### src/rtl/mat_store_if.sv
// mat_store_if: write-stream and element-read bundle between loader, mat_store and multiplier
interface mat_store_if #(
  parameter int DIM_WIDTH  = 3,
  parameter int DATA_WIDTH = 8
);
  logic                  wr_start;
  logic                  wr_slot;
  logic [DIM_WIDTH-1:0]  wr_m;
  logic [DIM_WIDTH-1:0]  wr_n;
  logic                  wr_valid;
  logic [DATA_WIDTH-1:0] wr_elem;
  logic                  wr_ready;
  logic                  wr_done;
  logic                  wr_error;
  logic                  slot0_valid;
  logic                  slot1_valid;
  logic [DIM_WIDTH-1:0]  slot0_m;
  logic [DIM_WIDTH-1:0]  slot0_n;
  logic [DIM_WIDTH-1:0]  slot1_m;
  logic [DIM_WIDTH-1:0]  slot1_n;
  logic                  rd_en;
  logic                  rd_slot_idx;
  logic [DIM_WIDTH-1:0]  rd_row_idx;
  logic [DIM_WIDTH-1:0]  rd_col_idx;
  logic [DIM_WIDTH-1:0]  rd_current_m;
  logic [DIM_WIDTH-1:0]  rd_current_n;
  logic [DATA_WIDTH-1:0] rd_elem;
  logic                  rd_elem_valid;
  logic                  rd_oob;
  modport master (
    output wr_start, wr_slot, wr_m, wr_n, wr_valid, wr_elem,
    output rd_en, rd_slot_idx, rd_row_idx, rd_col_idx, rd_current_m, rd_current_n,
    input  wr_ready, wr_done, wr_error,
    input  slot0_valid, slot1_valid, slot0_m, slot0_n, slot1_m, slot1_n,
    input  rd_elem, rd_elem_valid, rd_oob
  );
  modport slave (
    input  wr_start, wr_slot, wr_m, wr_n, wr_valid, wr_elem,
    input  rd_en, rd_slot_idx, rd_row_idx, rd_col_idx, rd_current_m, rd_current_n,
    output wr_ready, wr_done, wr_error,
    output slot0_valid, slot1_valid, slot0_m, slot0_n, slot1_m, slot1_n,
    output rd_elem, rd_elem_valid, rd_oob
  );
endinterface

### src/rtl/mat_store.sv
// mat_store: two-slot row-major matrix buffer with a 1-cycle element read port
module mat_store #(
  parameter int DIM_WIDTH  = 3,
  parameter int DATA_WIDTH = 8,
  parameter int MAX_DIM    = 5
) (
  input logic        clk,
  input logic        rst,
  mat_store_if.slave bus
);
  localparam int DEPTH = MAX_DIM * MAX_DIM;
  localparam int AW    = $clog2(DEPTH);
  localparam int LW    = 2 * DIM_WIDTH;
  localparam logic [DIM_WIDTH-1:0] MAXD = DIM_WIDTH'(MAX_DIM);
  typedef enum logic {W_IDLE, W_FILL} w_state_t;
  w_state_t              r_state, w_next;
  logic                  r_slot;
  logic [LW-1:0]         r_total, r_cnt;
  logic [DIM_WIDTH-1:0]  r_wm, r_wn;
  logic                  r_vld [2];
  logic [DIM_WIDTH-1:0]  r_m [2];
  logic [DIM_WIDTH-1:0]  r_n [2];
  logic [DATA_WIDTH-1:0] r_mem [2][DEPTH];
  logic                  r_done, r_error;
  logic [DATA_WIDTH-1:0] r_rd_elem;
  logic                  r_rd_valid, r_rd_oob;
  logic                  w_legal, w_start_ok, w_beat, w_last, w_rd_oob;
  logic [LW-1:0]         w_lin;
  assign w_legal    = bus.wr_m != '0 && bus.wr_m <= MAXD && bus.wr_n != '0 && bus.wr_n <= MAXD;
  assign w_start_ok = r_state == W_IDLE && bus.wr_start && w_legal;
  assign w_beat     = r_state == W_FILL && bus.wr_valid;
  assign w_last     = w_beat && r_cnt == r_total - LW'(1);
  assign w_rd_oob   = bus.rd_row_idx >= bus.rd_current_m || bus.rd_col_idx >= bus.rd_current_n ||
                      bus.rd_current_m == '0 || bus.rd_current_m > MAXD ||
                      bus.rd_current_n == '0 || bus.rd_current_n > MAXD;
  assign w_lin      = LW'(bus.rd_row_idx) * LW'(bus.rd_current_n) + LW'(bus.rd_col_idx);
  // write FSM next state: enter fill on a legal start, leave on the final beat
  always_comb begin
    w_next = r_state;
    if (w_start_ok) w_next = W_FILL;
    else if (w_last) w_next = W_IDLE;
  end
  // write FSM state register
  always_ff @(posedge clk or posedge rst) begin
    if (rst) r_state <= W_IDLE;
    else r_state <= w_next;
  end
  // load bookkeeping: latched geometry, beat counter, slot flags/dims, status pulses
  always_ff @(posedge clk or posedge rst) begin
    if (rst) begin
      r_slot  <= 1'b0;
      r_total <= '0;
      r_cnt   <= '0;
      r_wm    <= '0;
      r_wn    <= '0;
      r_done  <= 1'b0;
      r_error <= 1'b0;
      for (int s = 0; s < 2; s++) begin
        r_vld[s] <= 1'b0;
        r_m[s]   <= '0;
        r_n[s]   <= '0;
      end
    end else begin
      r_done  <= w_last;
      r_error <= r_state == W_IDLE && bus.wr_start && !w_legal;
      if (w_start_ok) begin
        r_slot             <= bus.wr_slot;
        r_wm               <= bus.wr_m;
        r_wn               <= bus.wr_n;
        r_total            <= LW'(bus.wr_m) * LW'(bus.wr_n);
        r_cnt              <= '0;
        r_vld[bus.wr_slot] <= 1'b0;
      end else if (w_beat) begin
        r_cnt <= r_cnt + LW'(1);
        if (w_last) begin
          r_vld[r_slot] <= 1'b1;
          r_m[r_slot]   <= r_wm;
          r_n[r_slot]   <= r_wn;
        end
      end
    end
  end
  // element storage; same-slot reads see the pre-write value since both sample before the edge
  always_ff @(posedge clk or posedge rst) begin
    if (rst) begin
      for (int s = 0; s < 2; s++)
        for (int i = 0; i < DEPTH; i++)
          r_mem[s][i] <= '0;
    end else if (w_beat) r_mem[r_slot][r_cnt[AW-1:0]] <= bus.wr_elem;
  end
  // read port: always answers a request next cycle, zero data when out of range
  always_ff @(posedge clk or posedge rst) begin
    if (rst) begin
      r_rd_elem  <= '0;
      r_rd_valid <= 1'b0;
      r_rd_oob   <= 1'b0;
    end else begin
      r_rd_valid <= bus.rd_en;
      if (bus.rd_en) begin
        r_rd_elem <= w_rd_oob ? '0 : r_mem[bus.rd_slot_idx][w_lin[AW-1:0]];
        r_rd_oob  <= w_rd_oob;
      end
    end
  end
  assign bus.wr_ready      = r_state == W_FILL;
  assign bus.wr_done       = r_done;
  assign bus.wr_error      = r_error;
  assign bus.slot0_valid   = r_vld[0];
  assign bus.slot1_valid   = r_vld[1];
  assign bus.slot0_m       = r_m[0];
  assign bus.slot0_n       = r_n[0];
  assign bus.slot1_m       = r_m[1];
  assign bus.slot1_n       = r_n[1];
  assign bus.rd_elem       = r_rd_elem;
  assign bus.rd_elem_valid = r_rd_valid;
  assign bus.rd_oob        = r_rd_oob;
endmodule

### src/flat_wrapper.sv
// flat-port wrapper written by rule: the top's interface ports become plain ports
module mat_store_flat 
#(
  parameter int DIM_WIDTH  = 3,
  parameter int DATA_WIDTH = 8,
  parameter int MAX_DIM    = 5
)
  (clk, rst, bus_wr_start, bus_wr_slot, bus_wr_m, bus_wr_n, bus_wr_valid, bus_wr_elem, bus_rd_en, bus_rd_slot_idx, bus_rd_row_idx, bus_rd_col_idx, bus_rd_current_m, bus_rd_current_n, bus_wr_ready, bus_wr_done, bus_wr_error, bus_slot0_valid, bus_slot1_valid, bus_slot0_m, bus_slot0_n, bus_slot1_m, bus_slot1_n, bus_rd_elem, bus_rd_elem_valid, bus_rd_oob);
  mat_store_if #(.DIM_WIDTH(DIM_WIDTH), .DATA_WIDTH(DATA_WIDTH)) bus_i ();
  input logic clk;
  input logic rst;
  input wire logic [$bits(bus_i.wr_start)-1:0] bus_wr_start;
  input wire logic [$bits(bus_i.wr_slot)-1:0] bus_wr_slot;
  input wire logic [$bits(bus_i.wr_m)-1:0] bus_wr_m;
  input wire logic [$bits(bus_i.wr_n)-1:0] bus_wr_n;
  input wire logic [$bits(bus_i.wr_valid)-1:0] bus_wr_valid;
  input wire logic [$bits(bus_i.wr_elem)-1:0] bus_wr_elem;
  input wire logic [$bits(bus_i.rd_en)-1:0] bus_rd_en;
  input wire logic [$bits(bus_i.rd_slot_idx)-1:0] bus_rd_slot_idx;
  input wire logic [$bits(bus_i.rd_row_idx)-1:0] bus_rd_row_idx;
  input wire logic [$bits(bus_i.rd_col_idx)-1:0] bus_rd_col_idx;
  input wire logic [$bits(bus_i.rd_current_m)-1:0] bus_rd_current_m;
  input wire logic [$bits(bus_i.rd_current_n)-1:0] bus_rd_current_n;
  output wire logic [$bits(bus_i.wr_ready)-1:0] bus_wr_ready;
  output wire logic [$bits(bus_i.wr_done)-1:0] bus_wr_done;
  output wire logic [$bits(bus_i.wr_error)-1:0] bus_wr_error;
  output wire logic [$bits(bus_i.slot0_valid)-1:0] bus_slot0_valid;
  output wire logic [$bits(bus_i.slot1_valid)-1:0] bus_slot1_valid;
  output wire logic [$bits(bus_i.slot0_m)-1:0] bus_slot0_m;
  output wire logic [$bits(bus_i.slot0_n)-1:0] bus_slot0_n;
  output wire logic [$bits(bus_i.slot1_m)-1:0] bus_slot1_m;
  output wire logic [$bits(bus_i.slot1_n)-1:0] bus_slot1_n;
  output wire logic [$bits(bus_i.rd_elem)-1:0] bus_rd_elem;
  output wire logic [$bits(bus_i.rd_elem_valid)-1:0] bus_rd_elem_valid;
  output wire logic [$bits(bus_i.rd_oob)-1:0] bus_rd_oob;
  assign bus_i.wr_start = bus_wr_start;
  assign bus_i.wr_slot = bus_wr_slot;
  assign bus_i.wr_m = bus_wr_m;
  assign bus_i.wr_n = bus_wr_n;
  assign bus_i.wr_valid = bus_wr_valid;
  assign bus_i.wr_elem = bus_wr_elem;
  assign bus_i.rd_en = bus_rd_en;
  assign bus_i.rd_slot_idx = bus_rd_slot_idx;
  assign bus_i.rd_row_idx = bus_rd_row_idx;
  assign bus_i.rd_col_idx = bus_rd_col_idx;
  assign bus_i.rd_current_m = bus_rd_current_m;
  assign bus_i.rd_current_n = bus_rd_current_n;
  assign bus_wr_ready = bus_i.wr_ready;
  assign bus_wr_done = bus_i.wr_done;
  assign bus_wr_error = bus_i.wr_error;
  assign bus_slot0_valid = bus_i.slot0_valid;
  assign bus_slot1_valid = bus_i.slot1_valid;
  assign bus_slot0_m = bus_i.slot0_m;
  assign bus_slot0_n = bus_i.slot0_n;
  assign bus_slot1_m = bus_i.slot1_m;
  assign bus_slot1_n = bus_i.slot1_n;
  assign bus_rd_elem = bus_i.rd_elem;
  assign bus_rd_elem_valid = bus_i.rd_elem_valid;
  assign bus_rd_oob = bus_i.rd_oob;
  mat_store #(.DIM_WIDTH(DIM_WIDTH), .DATA_WIDTH(DATA_WIDTH), .MAX_DIM(MAX_DIM)) u_core (.clk(clk), .rst(rst), .bus(bus_i));
endmodule
### config.mk
export PLATFORM = sky130hd
export DESIGN_NAME = mat_store_flat
export DESIGN_NICKNAME = d
export VERILOG_FILES = /design/src/rtl/mat_store_if.sv /design/src/rtl/mat_store.sv /design/src/flat_wrapper.sv
export SDC_FILE = /design/constraint.sdc
export NUM_CORES = 1
export LEC_CHECK = 0
export ABC_AREA = 1
export CORE_AREA = 2 2 211 213
export DETAILED_ROUTE_END_ITERATION = 8
export DIE_AREA = 0 0 213 215
export DONT_BUFFER_PORTS = 1
export PLACE_DENSITY_LB_ADDON = 0.15
export SLEW_MARGIN = 20
export SYNTH_ARGS = -nofsm -noshare
export SYNTH_HDL_FRONTEND = slang
export SYNTH_SLANG_ARGS = --single-unit
### constraint.sdc
create_clock -name clk -period 15.8 [get_ports clk]
set_input_delay 2.37 -clock clk [delete_from_list [all_inputs] [get_ports clk]]
set_output_delay 2.37 -clock clk [all_outputs]
set_load 0.005 [all_outputs]
# Word-level counts from Yosys, hierarchy flattened

Index checks and enable logic that the tools add are counted.
Widths: inputs -> output; s select.

Eq/ne operators: 1
Mux-type cells: 27
$mul: 2
Add/subtract/negate cells: 3
Reductions and logical operators: 25
Order comparisons: 14
Bitwise logic cells: 10

Operator list:

| cell                | count |
|---|---|
| $mux 200            | 4 |
| $bwmux 400          | 1 |
| $demux 200 s1       | 1 |
| $bmux 8 s5          | 1 |
| $demux 8 s5         | 1 |
| $mux 8              | 4 |
| $bwmux 6            | 2 |
| $ge 6x6->1 const B  | 2 |
| $mux 6              | 2 |
| $not 5->6           | 2 |
| $logic_and 1x1->1   | 11 |
| $add 6x1->6 const B | 1 |
| $eq 6x6->1          | 1 |
| $ge 2x2->1 const B  | 3 |
| $ge 3x3->1          | 2 |
| $gt 3x3->1 const B  | 2 |
| $le 3x3->1 const B  | 2 |
| $logic_not 3->1     | 2 |
| $lt 6x1->1 const B  | 1 |
| $mul 3x3->6         | 1 |
| $mux 2              | 3 |
| $not 1->2           | 3 |
| $reduce_bool 3->1   | 2 |
| $sub 6x1->6 const B | 1 |
| other kinds (16)    | 27 |

Word-level logic and storage cells: 149
Output and inout port bits: 27
Register bits: 446

# Depth between registers and ports, before layout

Gate-level depths: netlist of the first run.

Depth in word-level cells: 9
Mapped depth: 18
Depth with buffers taken out: 16

# Least setup slack after synthesis of the first run

OpenSTA, ideal clock, no wires.

Path type: input-to-reg
Start: in bus_rd_row_idx[2]
End: reg u_core.r_rd_elem[0], in the netlist u_core.bus.rd_elem[0]
Arrival: 4.940 ns
Setup slack: 10.743 ns
Required time: 15.684 ns
Library setup time: 0.116 ns
Cell stages on the path: 17
Cell sequence: nand2_1 -> fa_1 -> inv_1 -> fa_1 -> fa_1 -> buf_2 -> inv_1 -> nand2_1 -> nor2_1 -> buf_2 -> o21ai_0 -> nand3_1 -> nor2_1 -> nand2_1 -> nand3_1 -> nand2_1 -> nand2_1

Word-level cells in the longest chain between the ends: 7
Elaborated cells on any way between the ends: 13
Classes of those cells: add/sub (1); mul (1); order compare (1); mux (4); bitwise (1); reduce/logical (5)

Ends and longest elaborated chain:

| element                                                             | line                              | RTL |
|---|---|---|
| start, declared                                                     | flat_wrapper.sv:20                | `input wire logic [$bits(bus_i.rd_row_idx)-1:0] bus_rd_row_idx;` |
| $mul 3x3->5 or $ge 3x3->1 (tied branches)                           | mat_store.sv:36, mat_store.sv:33  |  |
| $add 5x3->5 or $logic_or 1x1->1 (tied branches)                     | mat_store.sv:36, mat_store.sv:33  |  |
| $not 5->6 (not written as such) or $logic_or 1x1->1 (tied branches) | mat_store.sv:100, mat_store.sv:33 |  |
| $bmux 8 s5 or $logic_or 1x1->1 (tied branches)                      | mat_store.sv:100, mat_store.sv:34 |  |
| $mux 8 (not written as such) or $logic_or 1x1->1 (tied branches)    | mat_store.sv:100, mat_store.sv:34 |  |
| $mux 8 (not written as such) or $logic_or 1x1->1 (tied branches)    | mat_store.sv:100, mat_store.sv:35 |  |
| $mux 8 (*)                                                          | mat_store.sv:100                  | `r_rd_elem <= w_rd_oob ? '0 : r_mem[bus.rd_slot_idx][w_lin[AW-1:0]];` |
| end signal, assigned                                                | mat_store.sv:100                  |  |
| end, declared                                                       | mat_store.sv:25                   | `logic [DATA_WIDTH-1:0] r_rd_elem;` |

Every way passes the cells marked *; elsewhere a longest branch is shown, timed or not. The select of a mux whose other input is x is not followed.
A chain may end at the register's enable or synchronous reset.

# Worst setup path after layout of the first run

Start: in bus_rd_row_idx[1]
End: reg u_core.r_rd_elem[3], in the netlist u_core.bus.rd_elem[3]

The elaborated chain is that of the path after synthesis.

==> results of run 1 <==
cell type report:
type                       instances  area, sq um
fill                            4156        20500
sequential                       446        11200
multi-input combinational       1883         8980
clock buffer                      72         1460
tap                              592          741
inverter                         119          469
clock inverter                    17          199
timing repair buffer              21          158
state kept, by name, indices dropped and copies added (netlist names):
register / count
u_core.bus.rd_elem: 8
u_core.bus.rd_elem_valid: 1
u_core.bus.rd_oob: 1
u_core.bus.slot0_m: 3
u_core.bus.slot0_n: 3
u_core.bus.slot0_valid: 1
u_core.bus.slot1_m: 3
u_core.bus.slot1_n: 3
u_core.bus.slot1_valid: 1
u_core.bus.wr_done: 1
u_core.bus.wr_error: 1
u_core.bus.wr_ready: 1
u_core.r_cnt: 6
u_core.r_mem: 400
u_core.r_slot: 1
u_core.r_total: 6
u_core.r_wm: 3
u_core.r_wn: 3
power by group through the flow:
stage	clock network, mW	logic [mW]	registers [mW]
6_report	1.18	1.05	1.74
4_1_cts	1.20	1.05	1.74
3_5_place_dp	0	1.05	1.75
2_1_floorplan	0	0.808	1.69
5_1_grt	1.25	1.19	1.79
3_3_place_gp	0	1.03	1.74
cells by family after synthesis:
kind of cell | after synthesis | synth area share, %
buf+inv | 298 | 6.41
compound gates | 548 | 13.8
fa+ha+maj | 29 | 1.86
flops | 446 | 51.9
xor+xnor | 12 | 0.523
simple gates | 1294 | 25.6
layout by cell type (no fill, tap or decap), drive strengths merged:
master | netlist | routed
o21ai | 409 | 409
bufinv | 0 | 4
clkbuf | 81 | 72
and2 | 1 | 1
nor2 | 195 | 195
a21oi | 136 | 136
nand3 | 268 | 268
nor3 | 15 | 15
clkinvlp | 0 | 1
xor2 | 7 | 7
xnor2 | 5 | 5
o21a | 1 | 1
nand2 | 813 | 813
inv | 117 | 120
dfrtp | 446 | 446
clkinv | 2 | 11
buf | 98 | 21
ha | 24 | 24
a21boi | 1 | 1
fa | 5 | 5
o211ai | 1 | 1
nand4 | 2 | 2
metrics by stage:
stage,util (%),setup WS (ps)
4_1_cts,53.1,10380
6_report,53.1,10280
3_3_place_gp,49.3,9910
2_1_floorplan,-,1000
3_5_place_dp,49.3,9740
5_1_grt,53.1,10090
metal layers:
metal | global-route usage (%) | routed length [microns] | part of all wire, %
met1 | 41.5 | 28800 | 45
met2 | 43.7 | 28900 | 45
met3 | 5.16 | 4000 | 6.3
met4 | 8.55 | 1930 | 3.0
met5 | 0 | 0 | 0
final timing paths:
| path | to | from | slack, ps | depth (start not counted) |
|---|---|---|---|---|
| worst max-delay path | u_core.bus.rd_elem[3]$_DFFE_PP0P_ | bus_rd_row_idx[1] | 10280 | 14 |
| worst min-delay path | u_core.r_mem[260]$_DFFE_PP0P_ | u_core.r_mem[260]$_DFFE_PP0P_ | 480 | 2 |
| worst max register to register | u_core.r_mem[5]$_DFFE_PP0P_ | u_core.r_cnt[1]$_DFFE_PP0P_ | 13110 | 7 |
| worst min register to register | u_core.r_mem[260]$_DFFE_PP0P_ | u_core.r_mem[260]$_DFFE_PP0P_ | 480 | 2 |
| max in group asynchronous | u_core.r_mem[83]$_DFFE_PP0P_ | rst | 10880 | 4 |
| min in group asynchronous | u_core.r_mem[182]$_DFFE_PP0P_ | rst | 1790 | 1 |
worst reg2reg max path, stage by stage, from the launching register on:
cell and delay (ps):
dfrtp_1 430, inv_1 140, ha_1 430, nand2_1 190
nor3_1 580, nand2_1 500, nand2_1 180, o21ai_0 100
==> flow_summary.toml, run 1 <==
[route]
drt-pass1-iter-count = 6
vias = 17500
first_iter_violations = 2133
drcViolationCount = 0
viasPerCell = 5.54
finalWirelength_microns = 63600
wl_per_cell_microns = 20.2
detail-route-antenna-nets = 0

[worst_setup_path]
critPathMostFrequentCell = "nand2_1"
cp_slowest_cell = "ha_1"
cp-end-kind = "flop"
cp.arrival_ps = 6000
start_kind = "input pin"
worstPathRequired_ps = 16290
cp_cell_sequence = "nand2_1, inv_1, ha_1, ha_1, ha_1, inv_2, nor2_1, inv_1, a21oi_1, nor2_1, nand2_1, nand3_1, nand2_1, nand2_1"
cp_top_family = "adder cells"
crit_fanout = 26
worstSetupPathType = "input pin to flop"
critPathBufInv = 3
critical-path-max-stage-delay_ps = 950

[clock_tree]
cts_buffers = 50
clkTransAtPathRegs_ps = 60
clk_path_buf_depth = 3
cts_resized = 0
cts_tree = "done"
htreeDepth = 2
cts_root_buffer = "clkbuf_16"
cts.sink_count = 446
clk_latency_ps = 600
cts_setup_buffers = 0
hold_buffers = 0

[final_layout]
drive_above_1_share_pct = 8.25
layout.cells.non_filler = 3150
final_area_sq_mm = 0.0232
syn_to_final_growth_pct = 7.64
final_nets = 2583
diodes = 0

[power_and_ir_drop]
power.total_mw = 3.97
leakagePower_nw = 10.6
ir_worst_vdd_mv = 0.115
p_seq_share_pct = 43.8
pwr-share-clk_pct = 29.7
comb_power_share_pct = 26.5
internal_power_mw = 2.58
power.density_mw_per_mm2 = 172
swShare_pct = 35.0
switching_power_mw = 1.39

[place]
place_hpwl_microns = 39600
place.gp.congestion = 0.895
numPortBuffers = 0
place_area_sq_mm = 0.0215
dp_cells = 3061

[timing]
rsz0062_at_grt = "false"
slew_headroom_pct = 28.8
hold_viol_final = 0
timing.fmax_ghz = 0.181
finalCritPeriodShare_pct = 34.9
setup_tns_ps = 0
skew_ps = 17.1
hold_ws_ps = 475
drv_slew = 0
setup_violations = 0
min_period_ps = 5520
worst_pin_slew_ps = 1070

[logic_synthesis]
yosysUniqueCellTypes = 36
synth_edf_count = 0
yosysMostFrequentCell = "nand2_1"
syn_area_per_cell_sq_um = 8.19
ys_ff_latch = 446
netlist_area_sq_mm = 0.0215
synth-seq-area-share_pct = 51.9
synth_top_cell_by_area = "dfrtp_1"
ys.warnings.count = 0
ys_top_cells_by_count = "nand2_1, dfrtp_1, o21ai_0, nand3_1, nor2_1"
synth_top_area_share_pct = 51.9
synthFlopType = "dfrtp_1"
synthCells = 2627
syn_nets = 2689
ys_top_cells_by_area = "dfrtp_1, nand2_1, o21ai_0"
async_flop_share_pct = 100

[floorplan]
ioPinCount = 60
fp.dieH_microns = 215
dieArea_sq_mm = 0.0458
die_x_microns = 213
coreArea_sq_mm = 0.0436
initial_core_util_pct = 49.3
num_rows = 77

[grt]
grt_pass1_vias = 16600
grt_use_total_pct = 28.6
grt_max_degree = 229
grt_overflow = 0
grt_pass1_wl_microns = 100000
antenna_found_initial = 0

[run]
cap_violations = 0

[hold_path]
min_path_type = "flop to flop"

[outcome]
status = "finished clean"
Note: power is estimated with default switching activity, not from simulation.
==> inputs of run 2 (changes only) <==
ABC_AREA = 0   (was 1)
CORE_AREA = 2 2 207 209   (was 2 2 211 213)
DIE_AREA = 0 0 209 211   (was 0 0 213 215)
clock period = 5.2 ns   (was 15.8 ns; I/O delays follow)
==> run 2 against run 1 <==
Critical path depth is 5 lower. Core utilization is 1.5 points higher. Clock skew is 5.2 ps higher. Clock power grew to 2.9 times the previous value. First-iteration DRC count is 61% lower. Register-to-register slack worse by 11000 ps. Sequential share of layout area is 0.77 points higher. Combinational power is 140% higher. Worst hold slack worse by 250 ps. Global-route usage is 4.5 points lower. Critical endpoint is now u_core.bus.rd_elem[0]$_DFFE_PP0P_.
==> flow_summary.toml, run 2 <==
[clock_tree]
clkTransAtPathRegs_ps = 60
cts_resized = 0
cts_setup_buffers = 0
cts.sink_count = 446
clk_latency_ps = 590
htreeDepth = 2
cts_tree = "done"
cts_root_buffer = "clkbuf_16"
cts_buffers = 48
hold_buffers = 0
clk_path_buf_depth = 3

[final_layout]
final_common_cell = "dfrtp_1"
diodes = 0
largest_reg_flops = 400
largest-register = "u_core.r_mem"
drive_above_1_share_pct = 40.7
final_nets = 1484
layout_common_cells = "dfrtp_1, mux2_2, mux4_2"
layout.cells.non_filler = 1994
syn_to_final_growth_pct = 9.61

[timing]
finalCritPeriodShare_pct = 74.0
worst_pin_slew_ps = 952
rsz0062_at_grt = "false"
setup_violations = 0
hold_viol_final = 0
min_period_ps = 3850
slew_headroom_pct = 36.3
setup_slack_ps = 1350
drv_slew = 0
timing.fmax_ghz = 0.260
skew_ps = 22.2

[floorplan]
ioPinCount = 60
num_rows = 75
dieArea_sq_mm = 0.0441
die_x_microns = 209
initial_core_util_pct = 49.8
coreArea_sq_mm = 0.0418
fp.dieH_microns = 211

[route]
drt-pass1-iter-count = 5
first_iter_violations = 837
wl_per_cell_microns = 25.6
viasPerCell = 6.11
vias = 12200
detail-route-antenna-nets = 0
drcViolationCount = 0
finalWirelength_microns = 51100

[worst_setup_path]
critPathBufInv = 1
cp_top_family = "adder cells"
start_kind = "input pin"
critical-path-max-stage-delay_ps = 850
r2r-end = "u_core.r_mem[16]$_DFFE_PP0P_"
cp.arrival_ps = 4320
reg2regPathDepth = 5
critPathMostFrequentCell = "fa_1"
reg2reg_slack_ps = 2270
cp-end-kind = "flop"
worstSetupPathType = "input pin to flop"
r2r-start = "u_core.r_cnt[0]$_DFFE_PP0P_"
worstPathRequired_ps = 5670
crit_fanout = 21
cp_cell_sequence = "nand2_1, fa_1, inv_1, fa_1, fa_1, nand2b_1, o211ai_1, o221a_2, o32ai_1"
cp_slowest_cell = "fa_1"
startpoint = "bus_rd_row_idx[2]"

[logic_synthesis]
ys_top_cells_by_count = "dfrtp_1, mux2_2, mux4_2, clkbuf_1, nor2_1"
synthCells = 1452
syn_area_per_cell_sq_um = 14.3
yosysMostFrequentCell = "dfrtp_1"
ys_top_cells_by_area = "dfrtp_1, mux2_2, mux4_2"
async_flop_share_pct = 100
yosysUniqueCellTypes = 45
synth_edf_count = 0
synth_top_area_share_pct = 53.7
netlist_area_sq_mm = 0.0208
ys.warnings.count = 0
syn_nets = 1514
synth_top_cell_by_area = "dfrtp_1"
ys_ff_latch = 446
synth-seq-area-share_pct = 53.7
synthFlopType = "dfrtp_1"

[outcome]
status = "finished clean"

[grt]
grt_use_total_pct = 24.1
grt_overflow = 0
grt_max_degree = 144
antenna_found_initial = 0
grt_pass1_vias = 12900
grt_pass1_wl_microns = 80200

[place]
dp_cells = 1911
place.gp.congestion = 0.897
place_ws_ps = 800
place_hpwl_microns = 32800
numPortBuffers = 0

[power_and_ir_drop]
p_seq_share_pct = 45.7
switching_power_mw = 3.11
power.density_mw_per_mm2 = 480
comb_power_share_pct = 23.3
power.total_mw = 10.9
leakagePower_nw = 10.7
ir_worst_vdd_mv = 0.385
swShare_pct = 28.4
pwr-share-clk_pct = 31.0
internal_power_mw = 7.84

[hold_path]
hp-start = "bus_rd_en"
holdPathEnd = "u_core.bus.rd_elem_valid$_DFF_PP0_"
min_path_type = "input pin to flop"
hold_depth = 0

[run]
cap_violations = 0
[run 2: cell count changes in the layout (fill, tap and decap cells not counted), moves of 19 or more]
cell,change
nor2_1,-120
a21oi_1,-132
inv_1,-72
nand2_1,-755
a22oi_1,+22
nand3_1,-239
o22ai_1,+20
mux4_2,+76
o21ai_1,-52
o21ai_2,-56
mux2i_1,+56
o211ai_1,+19
mux2_2,+409
o21ai_0,-283
[run 2: layer usage]
| metal | up-vias | track usage, % | part of all wire [%] |
|---|---|---|---|
| met5 | - | 0 | 0 |
| met4 | 0 | 7.81 | 2.7 |
| met3 | 94 | 4.13 | 5.1 |
| met2 | 292 | 38.0 | 47 |
| met1 | 6538 | 34.2 | 45 |
| li1 | 5256 | - | - |
[run 2: final cells by class]
type,instances,area (sq um)
fill,3422,19000
sequential,446,11200
multi-input combinational,885,9150
clock buffer,77,1470
tap,539,674
timing repair buffer,13,135
inverter,28,109
clock inverter,6,95.1
[run 2: worst max path at each step]
stage | end | slack [ps] | cells after the start
final | u_core.bus.rd_elem[0]$_DFFE_PP0P_ | 1350 | 9
after global routing | u_core.bus.rd_elem[0]$_DFFE_PP0P_ | 1150 | 10
after CTS | u_core.bus.rd_elem[0]$_DFFE_PP0P_ | 1400 | 9
after detailed placement | u_core.bus.rd_elem[0]$_DFFE_PP0P_ | 800 | 10
after global placement | u_core.bus.rd_elem[0]$_DFFE_PP0P_ | 840 | 10
after floorplan | u_core.bus.rd_elem[0]$_DFFE_PP0P_ | -1610 | 1
[run 2: power groups by stage]
| stage | Sequential (mW) | Clock (mW) | Combinational [mW] |
|---|---|---|---|
| finish | 5.00 | 3.40 | 2.55 |
| global placement | 5.01 | 0 | 2.50 |
| global route | 5.14 | 3.61 | 2.76 |
| detailed placement | 5.06 | 0 | 2.55 |
| floorplan | 4.84 | 0 | 2.06 |
| CTS | 5.00 | 3.48 | 2.56 |
[run 2: kinds of logic after synthesis]
logic type | share of synthesized area [%]
xor+xnor | 0.884
flops | 53.7
compound gates | 3.66
mux | 33.2
fa+ha+maj | 1.92
simple gates | 4.19
buf+inv | 2.47
[run 2: per-stage QoR]
step | setup TNS (ps) | hold WS (ps) | instance area [sq um] | utilization (%)
6_report | 0 | 225 | 22800 | 54.6
5_1_grt | 0 | 203 | 22800 | 54.6
4_1_cts | 0 | 201 | 22800 | 54.6
3_5_place_dp | 0 | 472 | 21200 | 50.8
3_3_place_gp | 0 | 464 | 21200 | 50.8
2_1_floorplan | -717690 | 453 | 20800 | -
==> inputs of run 3 (changes only) <==
clock period = 3.2 ns   (was 5.2 ns; I/O delays follow)
==> run 3 against run 2 <==
Cell count grew 4.2%. Total power grew 63%. Clock skew shrank 1.7 ps. First-iteration DRC count shrank 7.8%. Critical path depth grew 4. Highest routed layer unchanged.
==> flow_summary.toml, run 3 (synthesized netlist as in run 2, its figures left out) <==
[floorplan]
fp.dieH_microns = 211
num_rows = 75
initial_core_util_pct = 49.8
ioPinCount = 60
dieArea_sq_mm = 0.0441
die_x_microns = 209
coreArea_sq_mm = 0.0418

[power_and_ir_drop]
power.density_mw_per_mm2 = 759
internal_power_mw = 12.7
power.total_mw = 17.9
switching_power_mw = 5.10
pwr-share-clk_pct = 29.8
leakagePower_nw = 11.1
swShare_pct = 28.6
p_seq_share_pct = 45.4
ir_worst_vdd_mv = 0.463
comb_power_share_pct = 24.8

[grt]
grt_max_degree = 126
met1_usage_pct = 33.8
grt_use_total_pct = 24.2
grt_pass1_wl_microns = 80500
grtUsageMet3_pct = 3.73
grt_overflow = 0
grtUsageMet2_pct = 39.7
antenna_found_initial = 0
grt_busiest_layer = "met2"
grt_pass1_vias = 12900

[place]
numPortBuffers = 0
place_hpwl_microns = 34000
place.gp.congestion = 0.899
dp_cells = 1987
place_area_sq_mm = 0.0220
place_ws_ps = -388

[timing]
min_period_ps = 3040
finalCritPeriodShare_pct = 95.1
setup_violations = 0
skew_ps = 20.6
timing.fmax_ghz = 0.328
slew_headroom_pct = 53.1
setup_slack_ps = 155
setup_tns_ps = 0
drv_slew = 0
hold_viol_final = 0
worst_pin_slew_ps = 704
rsz0062_at_grt = "false"

[worst_setup_path]
cp_slowest_cell = "fa_1"
critical-path-max-stage-delay_ps = 600
cp.arrival_ps = 3480
worstSetupPathType = "input pin to flop"
worstPathRequired_ps = 3640
crit_fanout = 6
cp-end-kind = "flop"
critPathMostFrequentCell = "fa_1"
cp_cell_sequence = "nand2_1, fa_1, inv_1, fa_1, fa_1, buf_4, nor3b_4, buf_4, a22oi_1, o211ai_1, o21ai_0, nor2_1, o32ai_1"
start_kind = "input pin"

[clock_tree]
cts_resized = 0
cts.sink_count = 446
clk_latency_ps = 590
cts_buffers = 48
clkTransAtPathRegs_ps = 60
cts_tree = "done"
htreeDepth = 2
cts_root_buffer = "clkbuf_16"
clk_path_buf_depth = 3

[route]
detail-route-antenna-nets = 0
drcViolationCount = 0
vias = 12400
first_iter_violations = 772
drt-pass1-iter-count = 5
viasPerCell = 5.95
wl_per_cell_microns = 24.8
finalWirelength_microns = 51600

[final_layout]
drive_above_1_share_pct = 44.2
final_common_cell = "dfrtp_1"
diodes = 0
syn_to_final_growth_pct = 13.2
final_area_sq_mm = 0.0235
largest_reg_flops = 400
layout.cells.non_filler = 2078
layout_common_cells = "dfrtp_1, mux2_2, buf_4"
largest-register = "u_core.r_mem"
final_nets = 1567

[outcome]
status = "finished clean"

[run]
cap_violations = 0

[hold_path]
min_path_type = "input pin to flop"
==> run 3: cell count changes in the layout (fill, tap and decap cells not counted), sizes merged <==
cell         delta
buf            +76
dlygate4sd3     +7
clkbuf          -6
clkinv          +6
bufinv          -1
clkinvlp        +1
inv             +1
==> run 3: per-stage QoR <==
step                util, %  hold WS [ps]
global route           56.4          24.6
finish                 56.4          28.4
floorplan                 -           453
global placement       52.6           389
detailed placement     52.6           391
CTS                    56.4         0.767
==> run 3: repair_timing <==
| action | 4_1_cts | 5_1_grt |
|---|---|---|
| hold buffers | 7 | 0 |
| setup buffers | 0 | 0 |
| hold endpoints to repair | 24 | 0 |
==> run 3: path summary, 6_finish.rpt <==
check	start	endpoint	slack, ps	depth (start not counted)
max reg2reg	u_core.bus.wr_ready$_DFFE_PP0P_	u_core.r_mem[203]$_DFFE_PP0P_	660	7
min in group asynchronous	rst	u_core.r_mem[398]$_DFFE_PP0P_	400	2
min reg2reg	u_core.r_mem[174]$_DFFE_PP0P_	u_core.r_mem[174]$_DFFE_PP0P_	490	1
max in group asynchronous	rst	u_core.r_mem[156]$_DFFE_PP0P_	1780	4
max	bus_rd_row_idx[1]	u_core.bus.rd_elem[7]$_DFFE_PP0P_	160	13
min	bus_rd_en	u_core.bus.rd_oob$_DFFE_PP0P_	30	1
==> run 3: area by class of cell <==
cell class	instances	area (sq um)
clock buffers	71	1400
flip-flops and latches	446	11200
multi-input cells	885	9230
clock inverters	13	108
inverters	28	109
repair buffers	96	863
well taps	539	674
fillers	3304	18200
==> run 3: power by group through the flow <==
stage                     Sequential (mW)  Clock (mW)  Combinational (mW)
after floorplan                      7.87           0                3.42
after detailed placement             8.19           0                4.44
after global placement               8.12           0                4.33
final                                8.11        5.32                4.42
after CTS                            8.10        5.45                4.46
after global routing                 8.31        5.68                4.77
==> run 3: worst max-delay path, delay by kind of cell <==
kind                     cells  cell delay [ps]
buffers and inverters        3              450
AND/OR/NAND/NOR              3              510
adder cells (fa/ha/maj)      3             1630
AO/OA/AOI/OAI                4              400
==> run 3: routing by layer <==
metal / vias up / share of wire [%]
met2: 274 / 48
met5: - / 0
met3: 77 / 4.5
li1: 5432 / -
met1: 6586 / 45
met4: 0 / 2.5
